<file path="src/rtl/subtractor_4bits_2steps.sv">
// Two-stage pipelined 8-bit subtractor with borrow in/out: the low nibble is resolved in
// stage 1, the high nibble plus the carried borrow in stage 2, with valid/ready on both sides.
module subtractor_4bits_2steps (
    input  logic       clk,
    input  logic       srst,
    input  logic       in_valid,
    output logic       in_ready,
    input  logic [7:0] din_a,
    input  logic [7:0] din_b,
    input  logic       bin,
    output logic       out_valid,
    input  logic       out_ready,
    output logic [7:0] diff,
    output logic       bout
);

    // {borrow, difference} of a - b - bi on one nibble; bit 4 wraps to 1 whenever the result is negative
    function automatic logic [4:0] sub_nibble(input logic [3:0] a,
                                              input logic [3:0] b,
                                              input logic       bi);
        logic [4:0] t;
        t = {1'b0, a} - {1'b0, b} - {4'b0000, bi};
        return t;
    endfunction

    logic       accept;
    logic       s2_adv;
    logic [4:0] lo_res_p0;
    logic [4:0] hi_res_p1;

    logic       vld_p1;
    logic [3:0] lo_p1;
    logic       brw_p1;
    logic [3:0] a_hi_p1;
    logic [3:0] b_hi_p1;

    logic       vld_p2;
    logic [7:0] diff_p2;
    logic       bout_p2;

    // Bubble-collapsing flow control: stage 1 always follows stage 2's ability to advance
    assign s2_adv   = !vld_p2 || out_ready;
    assign in_ready = !vld_p1 || s2_adv;
    assign accept   = in_valid && in_ready;

    // ---- stage 0 -> 1: low nibble ----
    assign lo_res_p0 = sub_nibble(din_a[3:0], din_b[3:0], bin);

    always_ff @(posedge clk) begin
        if (srst) begin
            vld_p1 <= 1'b0;
        end else if (accept) begin
            vld_p1 <= 1'b1;
        end else if (s2_adv) begin
            vld_p1 <= 1'b0;
        end
    end

    always_ff @(posedge clk) begin
        if (srst) begin
            lo_p1   <= 4'h0;
            brw_p1  <= 1'b0;
            a_hi_p1 <= 4'h0;
            b_hi_p1 <= 4'h0;
        end else if (accept) begin
            lo_p1   <= lo_res_p0[3:0];
            brw_p1  <= lo_res_p0[4];
            a_hi_p1 <= din_a[7:4];
            b_hi_p1 <= din_b[7:4];
        end
    end

    // ---- stage 1 -> 2: high nibble with the low-nibble borrow ----
    assign hi_res_p1 = sub_nibble(a_hi_p1, b_hi_p1, brw_p1);

    always_ff @(posedge clk) begin
        if (srst) begin
            vld_p2 <= 1'b0;
        end else if (s2_adv) begin
            vld_p2 <= vld_p1;
        end
    end

    always_ff @(posedge clk) begin
        if (srst) begin
            diff_p2 <= 8'h00;
            bout_p2 <= 1'b0;
        end else if (s2_adv && vld_p1) begin
            diff_p2 <= {hi_res_p1[3:0], lo_p1};
            bout_p2 <= hi_res_p1[4];
        end
    end

    assign out_valid = vld_p2;
    assign diff      = diff_p2;
    assign bout      = bout_p2;

endmodule
</file>
<file path="config.mk">
export PLATFORM = sky130hd
export DESIGN_NAME = subtractor_4bits_2steps
export DESIGN_NICKNAME = d
export VERILOG_FILES = /design/src/rtl/subtractor_4bits_2steps.sv
export SDC_FILE = /design/constraint.sdc
export NUM_CORES = 1
export LEC_CHECK = 0
export CAP_MARGIN = 20
export CORE_MARGIN = 5
export CORE_UTILIZATION = 40
export CTS_BUF_LIST = sky130_fd_sc_hd__clkbuf_4 sky130_fd_sc_hd__clkbuf_8
export DETAILED_ROUTE_END_ITERATION = 10
export PLACE_DENSITY = 0.74
export SLEW_MARGIN = 0
export SYNTH_ARGS = -nofsm -noshare
export SYNTH_HDL_FRONTEND = slang
export SYNTH_SLANG_ARGS = --single-unit
</file>
<file path="constraint.sdc">
create_clock -name clk -period 2.3 [get_ports clk]
set_clock_uncertainty 0.2 [all_clocks]
set_input_delay 0.69 -clock clk [delete_from_list [all_inputs] [get_ports clk]]
set_output_delay 0.69 -clock clk [all_outputs]
set_load 0.01 [all_outputs]
</file>
==> impl_results.md <==
* Run status: finished, final reports clean
* Most common flop cell mapped by yosys: sky130_fd_sc_hd__dfxtp_1
* Starting density of the core at 41.68%
* Area fraction in and, or, nand and nor cells after synthesis at between 15 and 20%
* Final routed wire length divided by cell count at roughly 12 um
* Top post-synthesis cells by count: sky130_fd_sc_hd__nand2_1 (32), sky130_fd_sc_hd__dfxtp_1 (24), sky130_fd_sc_hd__a21oi_1 (20), sky130_fd_sc_hd__inv_1 (20), sky130_fd_sc_hd__ha_1 (12)
* Combinational family with the most area after synthesis: adder cells
* Antenna diode instance count at 0
* Inst Count DP at approximately 220
* Antenna violations before repair at 0
* GRT Total Usage at approximately 13%
* Worst Reg2Reg Path Length in Cells at 7
* Fin crit period at about 2.3 ns
* Proportion of synthesized area in mux cells at 0%
* DRC violation count after routing at 0
* Area Growth Syn to Fin at 31.96%
* Maximum Capacitance Violations at 0
* Global-route congestion overflow total at 0
* Ports at 32
* Reg-to-reg critical path startpoint: brw_p1
* Clock tree root driver cell: sky130_fd_sc_hd__clkbuf_4
* TritonCTS Sinks at 24
* Area of the die at 4409 um2
* Final setup violation count at 0
* Register-to-Register Setup Slack at 0.15 ns
* Fraction of final layout cells sized beyond drive strength 1 at 12.09%
* Maximum clock insertion buffer count at 2
* Row Count at 20
* Cell count after synthesis at 149
* Origin of the worst setup path: din_b[0]
* Pin count of the biggest net entering global routing at 25
* Share of synthesized flip-flops with an asynchronous set or reset at 0%
* Worst path required time at 2.29 ns
* Highest layer used for signal routing: met4
* First-pass GRT wire length at 4.643 mm
* Area share of fa/ha/maj cells after synthesis at 18.09%
* CP Capture Point: brw_p1
* Post-Route M1 WL at between 1 and 1.5 mm
* Dominant cell type by area after synthesis: sky130_fd_sc_hd__dfxtp_1
* Most frequent cell after synthesis: sky130_fd_sc_hd__nand2_1
* Final Hold Vio Count at 0
* DR WL met3 at 84 um
* Beginning of the worst hold path: b_hi_p1[1]
* Setup TNS Final at 0 ns
* Category of the worst setup path launch point: input pin
* WS Path Type: input pin to flip-flop
* Post-synthesis average cell area at 8.540 um2
* Synth top area cells: sky130_fd_sc_hd__dfxtp_1 (38%), sky130_fd_sc_hd__ha_1 (12%), sky130_fd_sc_hd__nand2_1 (9.4%)
* Core Area at 3053 um2
* CTS tree: yes
* Worst slew margin at slightly below 80%
* Post-route cell area at 1679 um2
* TritonCTS Buffers at 3
* Arrival time of data at the critical path endpoint at ~2.3 ns
* Kind of end point of the critical path: flip-flop
* Max-slew violation total from the final report at 0
* Number of global-route vias before repair at 1114
* End of the worst register-to-register path: bout
* Area share of the largest cell type after synthesis at 37.76%
* Pleak at 0.7072 nW
* Final cell count without fillers at around 230
* Number of flip-flops and latches in the synthesized netlist at 24
* Quantity of I/O buffers inserted on ports at 31
* Detailed-routed wire length on met2 at 1.379 mm
* Synthesized netlist net count at 186
* First-pass iteration count of the detailed router at 4
* Maximum fanout along the worst path at 2
* Die W at 66.40 um
* Latest clock arrival within the worst-skew pair at 0.30 ns
* Detailed Route WL at roughly 2.7 mm
* Worst Max-Slew Pin Slew at 0.3248 ns
* Number of warnings reported in the yosys synthesis log at 0
* Placement-stage cell area at 1649 um2
* Post-layout net count at 221
* 1st-iter DRT viols at 17
* Type of the most critical hold path: flip-flop to flip-flop
* Synthesized area at ~1300 um2
* Final clock period utilization by the worst path at between 90% and 100%
* Height of the die at 66.40 um
* GP Congestion at 0.8366
* Count of nets left with antenna violations after detail routing at 0
* Share of the synthesized area in compound gates (AO/OA/AOI/OAI) at 14.95%
* Number of synthesized flops with an enable pin at 0
* HPWL after detailed placement at 2.154 mm
* Clock slew at reported path FFs at 0.12 ns
* H-tree depth at 1
* Power density over the cells at 526.3 nW/um2
* Worst-case vdd ir drop at 0.0002008 V
* Share of the synthesized netlist area taken by xor and xnor gates at 2.753%
* Vias at approximately 1100
* Post-synthesis cell type count at 21
* Register area share after synthesis at 37.76%
* Via density at 4.739
* Achievable frequency at between 400 and 500 MHz
-- layout make-up --
| type | instances | area (um2) |
|---|---|---|
| fill | 316 | 1374 |
| sequential | 24 | 481.7 |
| tap | 44 | 55.05 |
| multi-input combinational | 100 | 708.2 |
| timing repair buffer | 35 | 336.6 |
| inverter | 20 | 75.07 |
| clock buffer | 3 | 22.52 |
-- state kept, by name (all words and copies together) (netlist names) --
signal and count:
a_hi_p1 4, b_hi_p1 4, bout 1, brw_p1 1
diff 8, lo_p1 4, out_valid 1, vld_p1 1
-- layer usage --
layer	up-vias	GRT usage, %
li1	549	-
met1	494	15.25
met2	24	24.04
met3	4	1.701
met4	0	7.107
met5	-	0
-- timing repair --
action                     CTS  global route
setup buffers                0             0
resized for setup           12             5
setup endpoints to repair    5             4
pin swaps                    6             3
hold buffers                 0             0
-- how the worst min path moves through the flow --
stage,endpoint,slack (ns),depth (start not counted)
CTS,lo_p1[3],0.26,2
global placement,diff[7],0.24,2
finish,b_hi_p1[1],0.27,2
detailed placement,lo_p1[3],0.25,2
global route,b_hi_p1[1],0.30,2
floorplan,diff[1],0.23,2
-- report_power, final --
group	total, W	internal (W)	switching, W
clock network	0.000174	0.0000611	0.000113
registers	0.000462	0.000444	0.0000174
logic	0.000248	0.000130	0.000118
total	0.000884	0.000635	0.000248
-- kinds of logic (layout without fill, tap and decap cells) --
| group | count (synthesis) | in the layout |
|---|---|---|
| buffers and inverters | 25 | 58 |
| AOI/OAI and AO/OA | 32 | 32 |
| xor gates and xnor gates | 4 | 4 |
| and+or+nand+nor | 48 | 48 |
| DFF | 24 | 24 |
| adders and majority gates | 16 | 16 |
-- critical path, stage by stage --
cell and delay (ns):
sky130_fd_sc_hd__dlygate4sd2_1 0.21, sky130_fd_sc_hd__inv_2 0.05, sky130_fd_sc_hd__fa_2 0.41, sky130_fd_sc_hd__fa_2 0.37, sky130_fd_sc_hd__nand2b_4 0.15, sky130_fd_sc_hd__a21oi_2 0.14, sky130_fd_sc_hd__xnor2_1 0.15, sky130_fd_sc_hd__a211oi_2 0.09
-- through the flow --
stage	hold WS, ns	total power [W]	utilization [%]	setup slack [ns]
2_1_floorplan	0.2321	0.0006204	-	0.01382
3_3_place_gp	0.2419	0.0007013	54.02	-0.4941
3_5_place_dp	0.2474	0.0007130	54.02	-0.5882
4_1_cts	0.2640	0.0008876	54.63	0.0008213
5_1_grt	0.2969	0.0009443	55.00	-0.01339
6_report	0.2655	0.0008838	55.00	0.03241
-- cell usage in the layout (no fill, tap or decap) --
cell and count:
sky130_fd_sc_hd__a211oi_1 2, sky130_fd_sc_hd__a211oi_2 2, sky130_fd_sc_hd__a21oi_1 18, sky130_fd_sc_hd__a21oi_2 2, sky130_fd_sc_hd__a311oi_1 2, sky130_fd_sc_hd__a31oi_1 2, sky130_fd_sc_hd__and2_1 1, sky130_fd_sc_hd__and2_4 1
sky130_fd_sc_hd__and4_1 2, sky130_fd_sc_hd__buf_4 4, sky130_fd_sc_hd__buf_6 1, sky130_fd_sc_hd__clkbuf_4 3, sky130_fd_sc_hd__clkdlybuf4s50_1 26, sky130_fd_sc_hd__dfxtp_1 23, sky130_fd_sc_hd__dfxtp_2 1, sky130_fd_sc_hd__dlygate4sd2_1 4
sky130_fd_sc_hd__fa_1 1, sky130_fd_sc_hd__fa_2 3, sky130_fd_sc_hd__ha_1 12, sky130_fd_sc_hd__inv_1 18, sky130_fd_sc_hd__inv_2 2, sky130_fd_sc_hd__nand2_1 32, sky130_fd_sc_hd__nand2b_1 4, sky130_fd_sc_hd__nand2b_4 1
sky130_fd_sc_hd__nand3b_4 1, sky130_fd_sc_hd__nor2_1 6, sky130_fd_sc_hd__o21ai_0 2, sky130_fd_sc_hd__o21ai_1 1, sky130_fd_sc_hd__o21ai_2 1, sky130_fd_sc_hd__xnor2_1 4
Note: power is estimated with default switching activity, not from simulation.
